**src/rtl/multicycle_controller.sv**
```systemverilog
// Multicycle control FSM for the ARM-subset core: sequences the shared ALU, memory
// port and immediate extender, holds the NZCV flag register and evaluates condition codes.
module multicycle_controller #(
  parameter bit MEM_WAIT_EN = 1'b1
) (
  input  logic        clk,
  input  logic        reset,
  input  logic [31:0] instr,
  input  logic [3:0]  alu_flags,
  input  logic        mem_ready,
  output logic        pc_write,
  output logic        adr_src,
  output logic        mem_write,
  output logic        ir_write,
  output logic        reg_write,
  output logic [1:0]  result_src,
  output logic        alu_src_a,
  output logic [1:0]  alu_src_b,
  output logic [1:0]  alu_control,
  output logic [1:0]  imm_src,
  output logic [1:0]  reg_src,
  output logic [3:0]  flags_q,
  output logic        illegal
);

  typedef enum logic [3:0] {
    S_FETCH  = 4'd0,
    S_DECODE = 4'd1,
    S_MEMADR = 4'd2,
    S_MEMRD  = 4'd3,
    S_MEMWB  = 4'd4,
    S_MEMWR  = 4'd5,
    S_EXECR  = 4'd6,
    S_EXECI  = 4'd7,
    S_ALUWB  = 4'd8,
    S_BRANCH = 4'd9
  } state_t;

  state_t      state_q, state_d;
  logic [3:0]  nzcv_q, nzcv_d;
  logic [1:0]  op;
  logic [5:0]  funct;
  logic [3:0]  rd;
  logic [3:0]  cond;
  logic        mem_rdy;
  logic        cond_ex;
  logic        dp_legal;
  logic        dp_cmp;
  logic [1:0]  dp_alu;
  logic        unused_instr_bits;

  // Condition-code evaluation against {N,Z,C,V}; the 1111 code never executes.
  function automatic logic cond_check(input logic [3:0] c, input logic [3:0] f);
    logic n, z, cf, v;
    n  = f[3];
    z  = f[2];
    cf = f[1];
    v  = f[0];
    case (c)
      4'b0000: cond_check = z;
      4'b0001: cond_check = !z;
      4'b0010: cond_check = cf;
      4'b0011: cond_check = !cf;
      4'b0100: cond_check = n;
      4'b0101: cond_check = !n;
      4'b0110: cond_check = v;
      4'b0111: cond_check = !v;
      4'b1000: cond_check = cf & !z;
      4'b1001: cond_check = !cf | z;
      4'b1010: cond_check = (n == v);
      4'b1011: cond_check = (n != v);
      4'b1100: cond_check = !z & (n == v);
      4'b1101: cond_check = z | (n != v);
      4'b1110: cond_check = 1'b1;
      default: cond_check = 1'b0;
    endcase
  endfunction

  assign op                = instr[27:26];
  assign funct             = instr[25:20];
  assign rd                = instr[15:12];
  assign cond              = instr[31:28];
  assign unused_instr_bits = ^{instr[19:16], instr[11:0]};
  assign mem_rdy           = MEM_WAIT_EN ? mem_ready : 1'b1;
  assign cond_ex           = cond_check(cond, nzcv_q);
  assign flags_q           = reset ? 4'b0000 : nzcv_q;

  // Data-processing command decode: ALU op, compare flag and legality.
  always_comb begin
    dp_alu   = 2'b00;
    dp_legal = 1'b1;
    dp_cmp   = 1'b0;
    case (funct[4:1])
      4'b0100: dp_alu = 2'b00;
      4'b0010: dp_alu = 2'b01;
      4'b0000: dp_alu = 2'b10;
      4'b1100: dp_alu = 2'b11;
      4'b1010: begin
        dp_alu = 2'b01;
        dp_cmp = 1'b1;
      end
      default: dp_legal = 1'b0;
    endcase
  end

  // Next-state, flag update and Moore control outputs; everything held at zero in reset.
  always_comb begin
    state_d     = state_q;
    nzcv_d      = nzcv_q;
    pc_write    = 1'b0;
    adr_src     = 1'b0;
    mem_write   = 1'b0;
    ir_write    = 1'b0;
    reg_write   = 1'b0;
    result_src  = 2'b00;
    alu_src_a   = 1'b0;
    alu_src_b   = 2'b00;
    alu_control = 2'b00;
    imm_src     = 2'b00;
    reg_src     = 2'b00;
    illegal     = 1'b0;
    if (reset) begin
      state_d = S_FETCH;
      nzcv_d  = 4'b0000;
    end else begin
      if (state_q != S_FETCH) begin
        imm_src = (op == 2'b11) ? 2'b00 : op;
      end else begin
        imm_src = 2'b00;
      end
      case (state_q)
        S_FETCH: begin
          alu_src_a  = 1'b1;
          alu_src_b  = 2'b10;
          result_src = 2'b10;
          ir_write   = mem_rdy;
          pc_write   = mem_rdy;
          if (mem_rdy) begin
            state_d = S_DECODE;
          end else begin
            state_d = S_FETCH;
          end
        end
        S_DECODE: begin
          alu_src_a  = 1'b1;
          alu_src_b  = 2'b10;
          result_src = 2'b10;
          reg_src    = {(op == 2'b01) & !funct[0], (op == 2'b10)};
          case (op)
            2'b00: begin
              if (!dp_legal) begin
                illegal = 1'b1;
                state_d = S_FETCH;
              end else if (funct[5]) begin
                state_d = S_EXECI;
              end else begin
                state_d = S_EXECR;
              end
            end
            2'b01:   state_d = S_MEMADR;
            2'b10:   state_d = S_BRANCH;
            default: begin
              illegal = 1'b1;
              state_d = S_FETCH;
            end
          endcase
        end
        S_MEMADR: begin
          alu_src_b = 2'b01;
          state_d   = funct[0] ? S_MEMRD : S_MEMWR;
        end
        S_MEMRD: begin
          adr_src = 1'b1;
          if (mem_rdy) begin
            state_d = S_MEMWB;
          end else begin
            state_d = S_MEMRD;
          end
        end
        S_MEMWR: begin
          adr_src   = 1'b1;
          mem_write = cond_ex & mem_rdy;
          if (mem_rdy) begin
            state_d = S_FETCH;
          end else begin
            state_d = S_MEMWR;
          end
        end
        S_MEMWB: begin
          result_src = 2'b01;
          if (cond_ex) begin
            pc_write  = (rd == 4'd15);
            reg_write = (rd != 4'd15);
          end else begin
            reg_write = 1'b0;
          end
          state_d = S_FETCH;
        end
        S_EXECR, S_EXECI: begin
          alu_src_b   = (state_q == S_EXECI) ? 2'b01 : 2'b00;
          alu_control = dp_alu;
          if (cond_ex & (funct[0] | dp_cmp)) begin
            nzcv_d = alu_flags;
          end else begin
            nzcv_d = nzcv_q;
          end
          state_d = S_ALUWB;
        end
        S_ALUWB: begin
          // compares only update flags, so they never reach a write enable
          if (cond_ex & !dp_cmp) begin
            pc_write  = (rd == 4'd15);
            reg_write = (rd != 4'd15);
          end else begin
            reg_write = 1'b0;
          end
          state_d = S_FETCH;
        end
        S_BRANCH: begin
          alu_src_b  = 2'b01;
          result_src = 2'b10;
          pc_write   = cond_ex;
          state_d    = S_FETCH;
        end
        default: state_d = S_FETCH;
      endcase
    end
  end

  // State and flag registers.
  always_ff @(posedge clk) begin
    if (reset) begin
      state_q <= S_FETCH;
      nzcv_q  <= 4'b0000;
    end else begin
      state_q <= state_d;
      nzcv_q  <= nzcv_d;
    end
  end

endmodule

```
**config.mk**
```make
export PLATFORM = sky130hd
export DESIGN_NAME = multicycle_controller
export DESIGN_NICKNAME = d
export VERILOG_FILES = /design/src/rtl/multicycle_controller.sv
export SDC_FILE = /design/constraint.sdc
export NUM_CORES = 1
export LEC_CHECK = 0
export CORE_ASPECT_RATIO = 0.75
export CORE_MARGIN = 3
export CORE_UTILIZATION = 25
export CTS_CLUSTER_DIAMETER = 50
export DETAILED_ROUTE_END_ITERATION = 7
export DONT_BUFFER_PORTS = 1
export PLACE_DENSITY = 0.47
export SLEW_MARGIN = 10
export SYNTH_ARGS = -nofsm -noshare
export SYNTH_HDL_FRONTEND = slang
export SYNTH_SLANG_ARGS = --single-unit
export TNS_END_PERCENT = 100
```
**constraint.sdc**
```tcl
create_clock -name clk -period 6.2 [get_ports clk]
set_clock_uncertainty 0.1 [all_clocks]
set_input_delay 1.24 -clock clk [delete_from_list [all_inputs] [get_ports clk]]
set_output_delay 1.24 -clock clk [all_outputs]
set_load 0.01 [all_outputs]
```
==> qor.yml, run 1 <==
clock_network:
  clock-root-buffer: "clkbuf_8"
  cts_max_level: 1
  clk_latency_ps: 230
  clkTransAtPathRegs_ps: 40
  ctsHoldBuffers: 0
  cts_setup_buffers: 0
  cts-resized-gates: 0
  cts_buffers: 3
  clkSinkCount: 8
  cts.path.max_buffers: 2
  cts_tree: "built"
detailed_routing:
  route.detailed.drc: 0
  viasPerCell: 5.249
  drt-total-wl_mm: 2.881
  drt_iter0_drc: 31
  dr.pass1.iters: 4
  wire_per_inst_microns: 15.24
  antenna_left: 0
  vias: 992
layout:
  fin_util: 0.2781
  multi_input_area_sq_um: 883.3
  drive_above_1_share: 0.1567
  fin_cells: 189
  syn2layout_area_growth_pct: 2.508
  seq_area_sq_um: 160.2
  n_fill_cell: 457
  insertedDiodeCount: 0
  fin_nets: 181
worst_setup_path:
  crit_chain: "mux2_1, mux2i_1, a2111oi_2, nand3_1, a31o_2"
  cpMaxStageDelayCell: "a2111oi_2"
  cp_max_fo: 7
  slowest_delay_ps: 560
  crit_family: "compound AO/OA/AOI/OAI gates"
  reg2reg_depth: 5
  criticalPathCategory: "input port to output port"
  path_buf_inv: 0
  required_ps: 4860
  cp-start-kind: "input port"
  arrival_ps: 2610
  timing.rr.end: "nzcv_q[2]"
  cp-end-kind: "output port"
  rrSetupSlack_ps: 4070
  reg2reg_from: "nzcv_q[3]"
global_routing:
  grtUsageTotal: 0.1053
  globalRouteOverflowTotal: 0
  grt_pass1_wl_mm: 4.740
  grt_max_degree: 20
  grt_pass1_vias: 978
  antenna_found_initial: 0
synthesis:
  synthTopCellsByCount: "12 x nor2_1, 10 x nand2_1, 8 x dfxtp_1"
  yosysTopAreaCell: "dfxtp_1"
  synthesis.nets: 187
  synth_area_per_cell_sq_um: 8.080
  ys_top_cells_by_area: "dfxtp_1 14%, ha_1 6.5%, mux2_1 4.9%"
  synth_seq_cells: 8
  synth_area_sq_um: 1147
  synth-edff-count: 0
  synthArstFlopShare: 0
  yosysWarnings: 0
  yosysMostFrequentCell: "nor2_1"
  synth_cells: 142
  synth_top_area_frac: 0.1396
  synth-main-ff-cell: "dfxtp_1"
  yosysSeqAreaShare: 0.1396
  yosysUniqueCellTypes: 52
pwr:
  p_leak_nw: 0.4664
  p_per_area_nw_per_um2: 129.5
  p_total_mw: 0.1523
  worst_ir_drop_vdd_uv: 95.95
timing:
  worstMarginPinSlew_ps: 902.3
  max_freq_ghz: 0.2535
  rsz0062_at_grt: "false"
  setup_tns_ps: 0
  slew_violations: 0
  fin_crit_ps: 3945
  slew_headroom: 0.3829
  final.period_utilization: 0.6363
  setup_viol: 0
  hold_viol_final: 0
  whs_ps: 626.8
die:
  rows: 20
  die_x_microns: 84.23
  pin_count: 60
  core_sq_um: 4229
  fp.dieH_microns: 64.67
  die_area_sq_um: 5447
  start_util: 0.2713
worst_hold_path:
  hp-class: "flop to flop"
  min_path_cells: 2
  hold_start: "state_q[3]"
  hold-path-endpoint: "state_q[2]"
place:
  portBuffers: 0
  dpl.cell_count: 186
  routabilityCongestion: 0.7620
  dp_hpwl_mm: 2.313
status:
  status: "completed"
run:
  maxCapViolations: 0
## cells in the final DEF, fill, tap and decap left out, types with 2 or more instances in the layout
| cell type | synthesis | layout |
|---|---|---|
| nand3b_1 | 2 | 2 |
| nor3_1 | 3 | 3 |
| mux2i_1 | 4 | 4 |
| a21oi_1 | 7 | 7 |
| nor3b_1 | 4 | 4 |
| and2b_2 | 6 | 6 |
| nor2b_1 | 3 | 3 |
| ha_1 | 6 | 6 |
| xor2_1 | 2 | 2 |
| xnor2_1 | 2 | 2 |
| nor2_1 | 12 | 12 |
| nand2_1 | 10 | 10 |
| o21ai_0 | 3 | 3 |
| and4_1 | 2 | 2 |
| nand2b_1 | 7 | 7 |
| and4bb_2 | 2 | 2 |
| dfxtp_1 | 8 | 8 |
| inv_1 | 6 | 6 |
| or3_1 | 2 | 2 |
| and2b_1 | 3 | 3 |
| clkbuf_8 | 1 | 3 |
| and3_1 | 2 | 2 |
| and2_1 | 2 | 2 |
| nand4b_1 | 2 | 2 |
| nor4_1 | 4 | 4 |
| mux2_1 | 5 | 5 |
## registers in the layout, summed over array words and instances (netlist names)
signal and cells:
nzcv_q 4, state_q 4
## layer usage
metal,global-route usage,routed length (microns),vias to the layer above
li1,-,-,496
met1,0.1323,1347,465
met2,0.1673,1276,31
met3,0.04574,257,0
met4,0.02209,0,0
met5,0,0,-
## layout make-up
class / count / share of cell area
multi-input cells: 117 / 0.7511
clock buffers: 3 / 0.03511
flip-flops and latches: 8 / 0.1362
well taps: 55 / 0.05851
inverters: 6 / 0.01915
## where the power goes
part           switching [mW]  internal, mW  total, mW
logic                  0.0175        0.0154     0.0329
registers             0.00324        0.0527     0.0560
clock network          0.0213        0.0421     0.0635
## worst min-delay path: cells and delay by family (launching register included)
kind / cells / cell delay [ps]
DFF: 1 / 410
and+or+nand+nor: 1 / 80
AOI/OAI and AO/OA: 1 / 200
## worst max-delay path by stage
stage	end	cells past startpoint	slack [ps]	from
2_1_floorplan	pc_write	6	2300	instr[29]
3_3_place_gp	pc_write	5	2300	instr[31]
3_5_place_dp	pc_write	5	2260	instr[29]
4_1_cts	pc_write	5	2260	instr[29]
5_1_grt	pc_write	5	2190	instr[29]
6_report	pc_write	5	2250	instr[29]
## through the flow
step / setup slack, ps / area, sq um
global route: 2187 / 1176
global placement: 2295 / 1135
finish: 2255 / 1176
floorplan: 2304 / 1147
CTS: 2256 / 1176
detailed placement: 2264 / 1135
## kinds of logic (layout without fill, tap and decap cells)
family,after synthesis,in the layout,synth area share
simple gates,74,74,0.4111
compound gates,23,23,0.1690
buf+inv,17,9,0.09050
mux,10,10,0.09378
flops,8,8,0.1396
fa+ha+maj,6,6,0.06543
xor+xnor,4,4,0.03054
Note: power is estimated with default switching activity, not from simulation.
==> run 2, diff against run 1 <==
--- a/config.mk
+++ b/config.mk
@@ -11,7 +11,7 @@
 export CTS_CLUSTER_DIAMETER = 50
 export DETAILED_ROUTE_END_ITERATION = 7
 export DONT_BUFFER_PORTS = 1
-export PLACE_DENSITY = 0.47
+export PLACE_DENSITY = 0.49
 export SLEW_MARGIN = 10
 export SYNTH_ARGS = -nofsm -noshare
 export SYNTH_HDL_FRONTEND = slang
==> constraint.sdc (replaced) <==
create_clock -name clk -period 3.3 [get_ports clk]
set_clock_uncertainty 0.1 [all_clocks]
set_input_delay 0.66 -clock clk [delete_from_list [all_inputs] [get_ports clk]]
set_output_delay 0.66 -clock clk [all_outputs]
set_load 0.01 [all_outputs]
==> run 2 against run 1 <==
Non-clock buffer count grew 2. Clock power is 86% higher. Combinational power rose by 98%.
==> qor.yml, run 2 (synthesized netlist as in run 1, its figures left out) <==
place:
  dp_hpwl_mm: 2.319
  pre_cts_ws_ps: 518.6
  routabilityCongestion: 0.7509
  portBuffers: 0
global_routing:
  grtUsageMet3: 0.03812
  globalRouteOverflowTotal: 0
  grtUsageMet1: 0.1347
  grt.busiest_layer: "met2"
  grt_pass1_wl_mm: 4.836
  grtUsageMet2: 0.1801
  antenna_found_initial: 0
  grtUsageTotal: 0.1067
  grt_max_degree: 20
  grt_pass1_vias: 990
clock_network:
  clk_latency_ps: 230
  cts-resized-gates: 0
  clkTransAtPathRegs_ps: 40
  cts_setup_buffers: 0
  cts_tree: "built"
  cts.path.max_buffers: 2
  cts_buffers: 3
  clock-root-buffer: "clkbuf_8"
  ctsHoldBuffers: 0
  clkSinkCount: 8
  cts_max_level: 1
timing:
  slew_violations: 0
  setup_slack_ps: 516.3
  setup_viol: 0
  fin_crit_ps: 2784
  slew_headroom: 0.6446
  max_freq_ghz: 0.3592
  worstMarginPinSlew_ps: 528.3
  hold_viol_final: 0
  final.period_utilization: 0.8435
  setup_tns_ps: 0
  rsz0062_at_grt: "false"
worst_setup_path:
  cp-start-kind: "input port"
  cp_max_fo: 7
  required_ps: 2540
  cpMaxStageDelayCell: "a2111oi_2"
  reg2reg_depth: 5
  arrival_ps: 2020
  cp-end-kind: "output port"
  slowest_delay_ps: 560
  criticalPathCategory: "input port to output port"
  crit_chain: "mux2_1, mux2i_1, a2111oi_2, nand3_1, a31o_2"
pwr:
  p_per_area_nw_per_um2: 241.8
  p_total_mw: 0.2880
  p_leak_nw: 0.4761
  worst_ir_drop_vdd_uv: 150.3
die:
  die_area_sq_um: 5447
  rows: 20
  die_x_microns: 84.23
  start_util: 0.2713
  core_sq_um: 4229
  pin_count: 60
  fp.dieH_microns: 64.67
layout:
  drive_above_1_share: 0.1691
  insertedDiodeCount: 0
  final_cell_mix: "12 x nor2_1, 10 x nand2_1, 8 x dfxtp_1"
  syn2layout_area_growth_pct: 3.817
  fin_nets: 183
  largestRegisters: "nzcv_q (4), state_q (4)"
  layout.cells.most_common: "nor2_1"
  fin_util: 0.2817
  n_fill_cell: 455
detailed_routing:
  wire_per_inst_microns: 15.06
  viasPerCell: 5.346
  dr.pass1.iters: 4
  antenna_left: 0
  route.detailed.drc: 0
  vias: 1021
  drt_iter0_drc: 58
  drt-total-wl_mm: 2.877
worst_hold_path:
  hp-class: "input port to flop"
  min_path_cells: 2
run:
  maxCapViolations: 0
status:
  status: "completed"
-- run 2: cell types whose count changed in the layout (fill, tap and decap cells not counted), sizes merged --
cell and change:
buf +2
-- run 2: layer usage --
| layer | wire length [microns] | vias up |
|---|---|---|
| li1 | - | 506 |
| met1 | 1347 | 485 |
| met2 | 1356 | 30 |
| met3 | 174 | 0 |
| met4 | 0 | 0 |
| met5 | 0 | - |
-- run 2: layout make-up --
| cell class | count | area [sq um] | area share |
|---|---|---|---|
| clock buffer | 3 | 41.29 | 0.03466 |
| inverter | 6 | 22.52 | 0.01891 |
| multi-input combinational | 117 | 883.3 | 0.7416 |
| sequential | 8 | 160.2 | 0.1345 |
| tap | 55 | 68.82 | 0.05777 |
| timing repair buffer | 2 | 15.01 | 0.01261 |
-- run 2: power breakdown --
part / switching, mW / internal (mW)
Clock: 0.0385 / 0.0790
Sequential: 0.00625 / 0.0991
Combinational: 0.0337 / 0.0314
-- run 2: path summary, 6_finish.rpt --
check                 start          to  slack (ps)
setup reg to reg  nzcv_q[3]   nzcv_q[2]        1170
setup / recovery  instr[29]    pc_write         520
hold / removal        reset  state_q[0]         570
hold reg to reg   nzcv_q[1]   nzcv_q[1]         620
-- run 2: critical path, delay by kind of cell --
| kind | cells | cell delay (ps) |
|---|---|---|
| mux | 2 | 260 |
| simple gates | 1 | 230 |
| compound gates | 2 | 870 |
-- run 2: metrics by stage --
| step | std cells | area, sq um | hold WS (ps) |
|---|---|---|---|
| final | 191 | 1191 | 567.1 |
| after global routing | 191 | 1191 | 570.4 |
| after CTS | 191 | 1191 | 558.7 |
| after detailed placement | 188 | 1150 | 603.8 |
| after global placement | 188 | 1150 | 595.1 |
| after floorplan | 142 | 1147 | 543.7 |
==> run 3, diff against run 2 <==
--- a/config.mk
+++ b/config.mk
@@ -5,6 +5,7 @@
 export SDC_FILE = /design/constraint.sdc
 export NUM_CORES = 1
 export LEC_CHECK = 0
+export ABC_AREA = 1
 export CORE_ASPECT_RATIO = 0.75
 export CORE_MARGIN = 3
 export CORE_UTILIZATION = 25
==> constraint.sdc (replaced) <==
create_clock -name clk -period 2.5 [get_ports clk]
set_clock_uncertainty 0.1 [all_clocks]
set_input_delay 0.5 -clock clk [delete_from_list [all_inputs] [get_ports clk]]
set_output_delay 0.5 -clock clk [all_outputs]
set_load 0.01 [all_outputs]
==> run 3 against run 2 <==
Register-to-register slack got worse by 270 ps. Area after synthesis decreased by 15%. Via count is 5.2% higher. Die area decreased by 13%. Synthesized cell count rose by 32%. Worst hold slack got worse by 330 ps. Worst setup slack lost 230 ps. Wire length grew 0.10%. Critical path depth unchanged. Global-route usage is 1.7 points higher.
==> qor.yml, run 3 <==
status:
  status: "completed"
die:
  fp.dieH_microns: 60.22
  pin_count: 60
  core_sq_um: 3709
  rows: 19
  die_area_sq_um: 4714
  die_x_microns: 78.29
  start_util: 0.2642
worst_setup_path:
  cp-start-kind: "flop"
  cp-end-kind: "output port"
  cp_max_fo: 4
  required_ps: 1900
  criticalPathCategory: "flop to output port"
  arrival_ps: 1610
detailed_routing:
  drt-total-wl_mm: 2.880
  route.detailed.drc: 0
  viasPerCell: 4.456
  antenna_left: 0
  dr.pass1.iters: 4
  wire_per_inst_microns: 11.95
  wl_met2_mm: 1.172
  wl_met1_mm: 1.490
  wl_met3_microns: 208
  vias: 1074
  drt_iter0_drc: 80
  highest_layer: "met4"
synthesis:
  synth_top_area_frac: 0.1635
  synth_area_sq_um: 979.7
  yosysWarnings: 0
  synth_cells: 188
  synthesis.nets: 233
  synthArstFlopShare: 0
  yosysTopAreaCell: "dfxtp_1"
  synth-main-ff-cell: "dfxtp_1"
  yosysSeqAreaShare: 0.1635
  synth_seq_cells: 8
  synth_area_per_cell_sq_um: 5.211
  synthTopCellsByCount: "42 x nand2_1, 42 x nor2_1, 34 x inv_1"
  yosysUniqueCellTypes: 22
  ys_top_cells_by_area: "dfxtp_1 16%, nand2_1 16%, nor2_1 16%"
  synth-edff-count: 0
clock_network:
  cts_setup_buffers: 0
  ctsHoldBuffers: 0
  clkTransAtPathRegs_ps: 40
  clkSinkCount: 8
  clock-root-buffer: "clkbuf_8"
  cts_tree: "built"
  cts_max_level: 1
  clk_latency_ps: 230
  cts.path.max_buffers: 2
  cts-resized-gates: 0
  cts_buffers: 3
pwr:
  clkPwrFrac: 0.395
  switchingPower_mw: 0.1250
  pwr-share-comb: 0.257
  p_leak_nw: 0.5336
  p_per_area_nw_per_um2: 364.0
  p_int_mw: 0.2684
  switching_share: 0.3178
  worst_ir_drop_vdd_uv: 228.0
  seqPwrFrac: 0.348
  p_total_mw: 0.3935
timing:
  fin_crit_ps: 2213
  setup_viol: 0
  slew_violations: 0
  setup_tns_ps: 0
  hold_viol_final: 0
  worstMarginPinSlew_ps: 481.0
  max_freq_ghz: 0.4518
  slew_headroom: 0.6769
  final.period_utilization: 0.8853
  rsz0062_at_grt: "false"
global_routing:
  globalRouteOverflowTotal: 0
  grt_pass1_wl_mm: 4.581
  grtUsageTotal: 0.1236
  grt_pass1_vias: 966
  antenna_found_initial: 0
  grt_max_degree: 20
place:
  routabilityCongestion: 0.8730
  dp_hpwl_mm: 2.335
  portBuffers: 0
layout:
  insertedDiodeCount: 0
  syn2layout_area_growth_pct: 10.35
  largestRegisters: "nzcv_q (4), state_q (4)"
  n_fill_cell: 467
  final_cell_mix: "42 x nand2_1, 42 x nor2_1, 34 x inv_1"
  fin_nets: 236
  fin_util: 0.2915
  drive_above_1_share: 0.05291
worst_hold_path:
  hp-class: "input port to flop"
run:
  maxCapViolations: 0
run 3: metal layers:
| metal | global-route usage | up-vias |
|---|---|---|
| met5 | 0 | - |
| met3 | 0.04669 | 2 |
| met1 | 0.1664 | 456 |
| li1 | - | 590 |
| met2 | 0.1866 | 26 |
| met4 | 0.02993 | 0 |
run 3: logic make-up after synthesis:
kind of cell	count (synthesis)	share of synthesized area
AO/OA/AOI/OAI	21	0.1201
adder cells (fa/ha/maj)	6	0.07663
buffers and inverters	40	0.1584
flip-flops	8	0.1635
AND/OR/NAND/NOR	113	0.4815
run 3: power groups by stage:
stage	Sequential, mW	Clock (mW)	Combinational, mW
floorplan	0.137	0	0.0866
global placement	0.139	0	0.101
detailed placement	0.139	0	0.101
CTS	0.137	0.163	0.102
global route	0.137	0.170	0.117
finish	0.137	0.155	0.101
run 3: path summary, 6_finish.rpt:
path,endpoint,start,depth (start not counted),slack [ps]
setup / recovery,alu_src_b[0],state_q[3],5,290
hold / removal,state_q[2],reset,1,240
setup reg to reg,nzcv_q[2],state_q[2],9,900
hold reg to reg,nzcv_q[1],nzcv_q[1],2,420
run 3: per-stage QoR:
step | cells | worst slack (ps) | hold WS, ps | cell area, sq um
after floorplan | 188 | 483.4 | 375.4 | 979.7
after global placement | 238 | 384.5 | 414.5 | 1040
after detailed placement | 238 | 379.1 | 414.6 | 1040
after CTS | 241 | 272.8 | 228.2 | 1081
after global routing | 241 | 19.61 | 226.7 | 1081
final | 241 | 286.7 | 239.0 | 1081
run 3: area by class of cell:
type / instances / area [sq um] / share of cell area
clock buffer: 3 / 41.29 / 0.03819
inverter: 36 / 135.1 / 0.1250
multi-input combinational: 140 / 664.4 / 0.6146
sequential: 8 / 160.2 / 0.1481
tap: 52 / 65.06 / 0.06019
timing repair buffer: 2 / 15.01 / 0.01389
run 3: worst max-delay path, stage by stage (launching register included):
cell,delay (ps)
dfxtp_1,330
nor2_1,230
inv_1,90
nor3_1,390
nor2_1,80
a21oi_1,280
